$ cat src/rtl/rca_pkg.sv
// rca_pkg: shared types, defaults and width helper for the ripple-carry accumulator
package rca_pkg;
  typedef enum logic {ACCUM = 1'b0, HOLD = 1'b1} state_t;
  localparam int DEF_WIDTH = 4;
  localparam int DEF_NUM_OPS = 4;
  function automatic int cw_of(input int num_ops);
    return (num_ops > 1) ? $clog2(num_ops) : 1;
  endfunction
endpackage

$ cat src/rtl/full_adder.sv
// full_adder: single-bit full adder cell
module full_adder (
  input  logic a,
  input  logic b,
  input  logic cin,
  output logic sum,
  output logic cout
);
  assign sum = a ^ b ^ cin;
  assign cout = (a & b) | (cin & (a ^ b));
endmodule

$ cat src/rtl/rca_nbit.sv
// rca_nbit: WIDTH-bit ripple-carry adder built from a chain of full_adder cells
module rca_nbit #(
  parameter int WIDTH = 4
) (
  input  logic [WIDTH-1:0] a,
  input  logic [WIDTH-1:0] b,
  input  logic             cin,
  output logic [WIDTH-1:0] sum,
  output logic             cout
);
  logic [WIDTH:0] c;
  assign c[0] = cin;
  assign cout = c[WIDTH];
  for (genvar i = 0; i < WIDTH; i++) begin : g_fa
    full_adder u_fa (.a(a[i]), .b(b[i]), .cin(c[i]), .sum(sum[i]), .cout(c[i+1]));
  end
endmodule

$ cat src/rtl/rca_accumulator.sv
// rca_accumulator: sums groups of NUM_OPS operands, counting carry-outs into extended upper bits
module rca_accumulator
  import rca_pkg::*;
#(
  parameter int WIDTH = DEF_WIDTH,
  parameter int NUM_OPS = DEF_NUM_OPS
) (
  input  logic                             clk,
  input  logic                             rst_n,
  input  logic                             clr,
  input  logic                             in_valid,
  output logic                             in_ready,
  input  logic [WIDTH-1:0]                 in_data,
  output logic                             out_valid,
  input  logic                             out_ready,
  output logic [WIDTH+cw_of(NUM_OPS)-1:0]  out_sum,
  output logic                             out_ovf
);
  localparam int CW = cw_of(NUM_OPS);
  state_t state, state_n;
  logic [WIDTH-1:0] acc, acc_n, sum;
  logic [CW-1:0] carry_cnt, carry_cnt_n, op_cnt, op_cnt_n;
  logic ovf, ovf_n, cout, live;
  rca_nbit #(.WIDTH(WIDTH)) u_add (.a(acc), .b(in_data), .cin(1'b0), .sum(sum), .cout(cout));
  // live keeps in_ready low until the first clock after reset release
  always_ff @(posedge clk or negedge rst_n)
    if (!rst_n) begin
      state <= ACCUM;
      acc <= '0;
      carry_cnt <= '0;
      op_cnt <= '0;
      ovf <= 1'b0;
      live <= 1'b0;
    end else begin
      state <= state_n;
      acc <= acc_n;
      carry_cnt <= carry_cnt_n;
      op_cnt <= op_cnt_n;
      ovf <= ovf_n;
      live <= 1'b1;
    end
  always_comb begin
    state_n = state;
    acc_n = acc;
    carry_cnt_n = carry_cnt;
    op_cnt_n = op_cnt;
    ovf_n = ovf;
    in_ready = live && (state == ACCUM);
    out_valid = (state == HOLD);
    if (clr) begin
      state_n = ACCUM;
      acc_n = '0;
      carry_cnt_n = '0;
      op_cnt_n = '0;
      ovf_n = 1'b0;
    end else if (state == ACCUM) begin
      if (in_valid && in_ready) begin
        acc_n = sum;
        carry_cnt_n = carry_cnt + CW'(cout);
        ovf_n = ovf | cout;
        op_cnt_n = (op_cnt == CW'(NUM_OPS - 1)) ? '0 : op_cnt + 1'b1;
        state_n = (op_cnt == CW'(NUM_OPS - 1)) ? HOLD : ACCUM;
      end
    end else if (out_ready) begin
      state_n = ACCUM;
      acc_n = '0;
      carry_cnt_n = '0;
      ovf_n = 1'b0;
    end
  end
  assign out_sum = {carry_cnt, acc};
  assign out_ovf = ovf;
endmodule
$ cat config.mk
export PLATFORM = sky130hd
export DESIGN_NAME = rca_accumulator
export DESIGN_NICKNAME = d
export VERILOG_FILES = /design/src/rtl/rca_pkg.sv /design/src/rtl/full_adder.sv /design/src/rtl/rca_nbit.sv /design/src/rtl/rca_accumulator.sv
export SDC_FILE = /design/constraint.sdc
export NUM_CORES = 1
export LEC_CHECK = 0
export ABC_AREA = 1
export CAP_MARGIN = 20
export CELL_PAD_IN_SITES_DETAIL_PLACEMENT = 1
export CELL_PAD_IN_SITES_GLOBAL_PLACEMENT = 1
export CORE_MARGIN = 2
export CORE_UTILIZATION = 30
export DETAILED_ROUTE_END_ITERATION = 8
export PLACE_DENSITY = 0.83
export SKIP_CTS_REPAIR_TIMING = 1
export SLEW_MARGIN = 40
export SYNTH_ARGS = -nofsm -noshare
export SYNTH_HDL_FRONTEND = slang
export SYNTH_HIERARCHICAL = 1
export SYNTH_SLANG_ARGS = --single-unit
$ cat constraint.sdc
create_clock -name clk -period 2.55 [get_ports clk]
set_input_delay 0.51 -clock clk [delete_from_list [all_inputs] [get_ports clk]]
set_output_delay 0.51 -clock clk [all_outputs]
set_load 0.01 [all_outputs]
==> flow_metrics.py, run 1 <==
metrics = {
    "layout": {
        "drive_gt1_share_pct": 19.57,
        "layout.nets": 108,
        "syn2layout_area_growth_pct": 40.08,
        "final_core_util_pct": 45.44,
        "final_cells": 119,
        "n_antenna_cell": 0,
    },
    "run_status": {
        "status": "finished with violations",
        "violations": "setup timing",
    },
    "sta": {
        "relSlewSlack_pct": 66.44,
        "fmax_ghz": 0.3901,
        "tightest_slew_ns": 0.5018,
        "fin_skew_ns": 0.003646,
        "final-setup-viol-count": 1,
        "fin_ws_ns": -0.01319,
        "grt_setup_unrepaired": "yes",
        "final_hold_viol_count": 0,
        "finalCritPeriodShare_pct": 100.5,
        "slew_violations": 0,
        "finalCriticalPeriod_ns": 2.563,
        "hold_ws_ns": 0.5468,
    },
    "logic_synthesis": {
        "ys.flop_type": "dfrtp_1",
        "synthesis.nets": 86,
        "syn_area_sq_um": 649.4,
        "syn_inst": 71,
        "postSynthAreaPerCell_sq_um": 9.146,
        "async_flop_share_pct": 100.0,
        "synth_top_area_share_pct": 42.39,
        "synth_edf_count": 0,
        "synthDistinctLibCells": 17,
        "yosys-top-cells-count": "nand2_1, dfrtp_1, nand3_1, nand3b_1, nor2_1",
        "yosysTopAreaCell": "dfrtp_1",
        "ys_seq_elements": 11,
        "yosysSeqAreaShare_pct": 42.39,
        "yosys_warnings": 6,
        "synth_area_leaders": "dfrtp_1, nand2_1, fa_1",
        "synth.most_common_cell": "nand2_1",
    },
    "floorplanning": {
        "die_x_um": 50.53,
        "io_pins": 18,
        "rows": 16,
        "fp.dieH_um": 50.53,
        "die-area_sq_mm": 0.002553,
        "initial_core_util_pct": 32.44,
        "core_sq_mm": 0.002002,
    },
    "worst_setup_path": {
        "path_cells": "fa_2, fa_2, fa_2, fa_2, ha_4, nand2_2, nand3b_1, nand2_1",
        "r2r_cells": 8,
        "reg2reg_from": "acc[0]",
        "crit_slowest_cell": "dfrtp_1",
        "crit_path_max_fanout": 3,
        "worstPathRequired_ns": 2.76,
        "crit_top_cell": "fa_2",
        "criticalPathCategory": "reg2reg",
        "reg2reg_slack_ns": -0.01,
        "critPathMaxStageDelay_ns": 0.42,
        "cpLargestDelayFamily": "adder cells",
        "crit_buf_inv": 0,
        "arrival_ns": 2.77,
        "end_kind": "register",
        "startpoint_type": "register",
        "r2r-end": "carry_cnt[0]",
    },
    "global_route": {
        "grt_max_degree": 12,
        "antenna_found_initial": 0,
        "grt_usage_pct": 14.93,
        "grt-ovfl-total": 0,
        "grt_pass1_vias": 606,
        "grt_pass1_wl_um": 2801,
    },
    "route": {
        "viasPerCell": 4.639,
        "drc_errors": 0,
        "first_pass_iters": 5,
        "antenna_left": 0,
        "wl_per_cell_um": 13.52,
        "drtIter0Drc": 8,
        "vias": 552,
        "wl_um": 1609,
    },
    "power_and_ir_drop": {
        "irDropWorstVdd_mv": 0.2560,
        "power_density_mw_per_mm2": 635.7,
        "p_leak_nw": 0.4299,
        "finalPower_mw": 0.5782,
    },
    "placement": {
        "place_hpwl_um": 1193,
        "place_ws_ns": -0.5464,
        "numPortBuffers": 17,
        "placedCellCount": 115,
        "gp_congestion": 0.7323,
    },
    "worst_hold_path": {
        "whs_endpoint": "out_ovf",
        "hold_depth": 2,
        "hold_start": "out_ovf",
        "hp-class": "reg2reg",
    },
    "clock_network": {
        "cts_buffers": 3,
        "cts_tree": "built",
        "path_clk_slew_ns": 0.07,
        "root_buffer": "clkbuf_4",
        "clock_sinks": 11,
        "htreeDepth": 1,
        "clockBufferDepth": 2,
        "worstSkewPairLatency_ns": 0.27,
    },
    "job": {
        "cap_viol_max_count": 0,
    },
}
## logic make-up (layout without fill, tap and decap cells)
family,after synthesis,after routing,synth area share (%)
AOI/OAI and AO/OA,2,2,1.541
adders and majority gates,6,6,16.18
buffers and inverters,5,26,2.889
DFF,11,11,42.39
other,2,2,1.157
and+or+nand+nor,45,45,35.84
## sequential cells by signal (all words and copies together) (netlist names)
name	cells
carry_cnt	2
acc	4
out_ovf	1
out_valid	1
live	1
op_cnt	2
## where the power goes
group	total (mW)	internal (mW)	switching (mW)
sequential	0.239	0.204	0.0353
combinational	0.220	0.123	0.0969
clock	0.119	0.0605	0.0589
## through the flow
step            TNS, ns  instance area, sq um
4_1_cts         -0.6846                 884.6
3_3_place_gp     -1.666                 858.3
3_5_place_dp     -1.950                 858.3
6_report       -0.01319                 909.6
2_1_floorplan         0                 654.4
5_1_grt         -0.2605                 909.6
## worst max-delay path by stage
stage / depth (start not counted) / start / end
2_1_floorplan: 8 / in_data[0] / carry_cnt[0]
3_3_place_gp: 9 / in_data[0] / carry_cnt[0]
3_5_place_dp: 9 / in_data[0] / carry_cnt[0]
4_1_cts: 9 / in_data[0] / carry_cnt[0]
5_1_grt: 8 / acc[0] / carry_cnt[0]
6_report: 8 / acc[0] / carry_cnt[0]
## final cells by class
| class | count | area, sq um |
|---|---|---|
| fill | 240 | 1092 |
| multi-input combinational | 55 | 382.9 |
| sequential | 11 | 275.3 |
| timing repair buffer | 17 | 172.7 |
| tap | 27 | 33.78 |
| clock buffer | 4 | 26.28 |
| inverter | 5 | 18.77 |
## routing by layer
| metal | part of all wire, % | GRT usage [%] |
|---|---|---|
| met5 | 0 | 0 |
| met4 | 1.4 | 9.009 |
| met3 | 3.2 | 2.679 |
| met2 | 53 | 23.25 |
| met1 | 42 | 19.21 |
## worst reg2reg max path, cell delays in order, from the launching register on
cell	delay (ns)
dfrtp_1	0.42
fa_2	0.41
fa_2	0.38
fa_2	0.38
fa_2	0.40
ha_4	0.27
nand2_2	0.04
nand3b_1	0.15
nand2_1	0.06
## placed cells by master, fill, tap and decap left out, drive strengths merged
cell type      Yosys  routed
dlymetal6s2s       0       1
conb               2       2
ha                 2       2
o21ai              2       2
nand3              6       6
inv                5       5
nand3b             5       5
nand2             26      26
clkbuf             0       4
nand4              1       1
clkdlybuf4s50      0      16
nor2               7       7
fa                 4       4
dfrtp             11      11
Power figures use the tool's default switching activity.
==> run 2: changes to the inputs <==
--- a/config.mk
+++ b/config.mk
@@ -14,7 +14,6 @@
 export DETAILED_ROUTE_END_ITERATION = 8
 export PLACE_DENSITY = 0.83
 export SKIP_CTS_REPAIR_TIMING = 1
-export SLEW_MARGIN = 40
 export SYNTH_ARGS = -nofsm -noshare
 export SYNTH_HDL_FRONTEND = slang
 export SYNTH_HIERARCHICAL = 1
==> results of run 2 <==
Final layout, timing and power as in run 1 (identical DEF).
==> run 3: changes to the inputs <==
--- a/config.mk
+++ b/config.mk
@@ -5,12 +5,12 @@
 export SDC_FILE = /design/constraint.sdc
 export NUM_CORES = 1
 export LEC_CHECK = 0
-export ABC_AREA = 1
+export ABC_AREA = 0
 export CAP_MARGIN = 20
 export CELL_PAD_IN_SITES_DETAIL_PLACEMENT = 1
 export CELL_PAD_IN_SITES_GLOBAL_PLACEMENT = 1
 export CORE_MARGIN = 2
-export CORE_UTILIZATION = 30
+export CORE_UTILIZATION = 31
 export DETAILED_ROUTE_END_ITERATION = 8
 export PLACE_DENSITY = 0.83
 export SKIP_CTS_REPAIR_TIMING = 1
==> run 3 against run 2 <==
  * The run still ends with setup timing left
  * Sequential share of layout area is 1.6 points higher
  * Sequential power is 20% lower
  * Total power is 32% lower
  * Area after synthesis is 5.2% lower
  * Maximum frequency is 0.93% lower
  * Non-clock buffer count is 1 higher
  * Worst setup slack worse by 0.024 ns
  * First-iteration DRC count is 63% lower
  * Hold slack worse by 0.011 ns
  * Largest cell class unchanged
  * Highest routed layer unchanged
==> flow_metrics.py, run 3 <==
metrics = {
    "layout": {
        "largest_reg_flops": 4,
        "final_cell_mix": "clkdlybuf4s50_1, dfrtp_1, a21oi_1",
        "layout.nets": 91,
        "final_cells": 102,
        "syn2layout_area_growth_pct": 40.24,
        "multi_input_area_sq_um": 347.8,
        "drive_gt1_share_pct": 17.33,
        "n_antenna_cell": 0,
        "seq_area_sq_um": 275.3,
        "layout_commonest_cell": "clkdlybuf4s50_1",
        "reg.largest.list": "acc: 4 flops, carry_cnt: 2 flops, op_cnt: 2 flops",
        "regMostFlops": "acc",
        "n_fill_cell": 225,
        "final_core_util_pct": 44.92,
        "post-route-cell-area_sq_um": 863.3,
    },
    "run_status": {
        "violations": "setup timing",
        "status": "finished with violations",
    },
    "worst_setup_path": {
        "reg2reg_slack_ns": -0.04,
        "cpLargestDelayFamily": "adder cells",
        "path_cells": "fa_2, fa_2, fa_2, fa_2, ha_4, nand3_2, nand2_2, a221oi_2",
        "r2r-end": "carry_cnt[1]",
        "crit_top_cell": "fa_2",
        "crit_path_max_fanout": 2,
        "crit_slowest_cell": "dfrtp_1",
        "startpoint_type": "register",
        "criticalPathCategory": "reg2reg",
        "end_kind": "register",
        "worstPathRequired_ns": 2.74,
        "reg2reg_from": "acc[0]",
        "crit_buf_inv": 0,
        "r2r_cells": 8,
        "critPathMaxStageDelay_ns": 0.41,
        "arrival_ns": 2.77,
    },
    "route": {
        "drtIter0Drc": 3,
        "drc_errors": 0,
        "viasPerCell": 4.784,
        "wl_um": 1556,
        "antenna_left": 0,
        "vias": 488,
        "wl_per_cell_um": 15.25,
        "first_pass_iters": 2,
    },
    "global_route": {
        "antenna_found_initial": 0,
        "grt-ovfl-total": 0,
        "grt_pass1_vias": 548,
        "grt_pass1_wl_um": 2580,
        "grt_max_degree": 14,
        "grt_usage_pct": 14.93,
    },
    "logic_synthesis": {
        "syn_inst": 56,
        "synthesis.nets": 71,
        "yosysTopAreaCell": "dfrtp_1",
        "postSynthAreaPerCell_sq_um": 10.99,
        "async_flop_share_pct": 100.0,
        "yosys_warnings": 6,
        "ys.flop_type": "dfrtp_1",
        "synthDistinctLibCells": 19,
        "synth_area_leaders": "dfrtp_1, fa_1, nand3b_1",
        "synth_top_area_share_pct": 44.72,
        "yosysSeqAreaShare_pct": 44.72,
        "ys_seq_elements": 11,
        "syn_area_sq_um": 615.6,
        "yosys-top-cells-count": "dfrtp_1, a21oi_1, nand3_1, nand3b_1",
        "synth_edf_count": 0,
        "synth.most_common_cell": "dfrtp_1",
    },
    "sta": {
        "relSlewSlack_pct": 65.58,
        "fin_ws_ns": -0.03713,
        "fin_skew_ns": 0.01170,
        "hold_ws_ns": 0.5359,
        "finalCriticalPeriod_ns": 2.587,
        "finalCritPeriodShare_pct": 101.5,
        "slew_violations": 0,
        "final-setup-viol-count": 1,
        "tightest_slew_ns": 0.5146,
        "fmax_ghz": 0.3865,
        "tns_ns": -0.03713,
        "final_hold_viol_count": 0,
        "grt_setup_unrepaired": "yes",
    },
    "placement": {
        "placedCellCount": 98,
        "place_ws_ns": -0.6104,
        "place_area_sq_um": 814.5,
        "place_hpwl_um": 1197,
        "numPortBuffers": 17,
        "gp_congestion": 0.8032,
    },
    "clock_network": {
        "cts_tree": "built",
        "path_clk_slew_ns": 0.08,
        "worstSkewPairLatency_ns": 0.28,
        "root_buffer": "clkbuf_4",
        "htreeDepth": 1,
        "clockBufferDepth": 2,
        "clock_sinks": 11,
        "cts_buffers": 3,
    },
    "worst_hold_path": {
        "whs_endpoint": "op_cnt[1]",
        "hold_depth": 2,
        "hp-class": "reg2reg",
        "hold_start": "op_cnt[1]",
    },
    "floorplanning": {
        "rows": 16,
        "io_pins": 18,
        "fp.dieH_um": 48.56,
        "die_x_um": 48.56,
        "core_sq_mm": 0.001922,
        "die-area_sq_mm": 0.002358,
        "initial_core_util_pct": 32.03,
    },
    "power_and_ir_drop": {
        "p_leak_nw": 0.3426,
        "power_density_mw_per_mm2": 454.2,
        "irDropWorstVdd_mv": 0.2493,
        "finalPower_mw": 0.3921,
    },
    "job": {
        "cap_viol_max_count": 0,
    },
}
## run 3: tightest hold or removal path, stage by stage, from the launching register on
cell and delay [ns]:
dfrtp_1 0.38, nand2_1 0.06, a21oi_1 0.06
## run 3: cell type report
type / instances / share of cell area [%]
flip-flops and latches: 11 / 31.88
multi-input cells: 42 / 40.29
clock buffers: 4 / 3.043
well taps: 27 / 3.913
repair buffers: 18 / 20.87
## run 3: worst max-delay path by stage
| stage | startpoint | end | slack [ns] | depth (start not counted) |
|---|---|---|---|---|
| CTS | in_data[0] | carry_cnt[1] | -0.31 | 9 |
| floorplan | in_data[0] | carry_cnt[1] | 0.01 | 8 |
| detailed placement | in_data[0] | carry_cnt[1] | -0.61 | 9 |
| global route | acc[0] | carry_cnt[1] | -0.12 | 8 |
| global placement | in_data[0] | carry_cnt[1] | -0.48 | 9 |
| finish | acc[0] | carry_cnt[1] | -0.04 | 8 |
## run 3: metal layers
layer	GRT usage (%)	wire, um	part of all wire (%)
met1	15.23	640	41
met2	26.85	801	51
met3	5.556	78	5.0
met4	7.143	35	2.2
met5	0	0	0
## run 3: power breakdown
part / leakage (nW) / switching [mW] / internal (mW)
combinational: 0.179 / 0.0368 / 0.0429
clock: 0.0150 / 0.0605 / 0.0607
sequential: 0.149 / 0.00857 / 0.183
## run 3: kinds of logic (layout without fill, tap and decap cells)
group	Yosys count	after routing	share of synthesized area, %
flip-flops	11	11	44.71
buffers and inverters	3	22	3.658
other	2	2	1.220
XOR/XNOR	1	1	1.423
AO/OA/AOI/OAI	10	10	10.97
adder cells (fa/ha/maj)	6	6	17.07
AND/OR/NAND/NOR	23	23	20.93
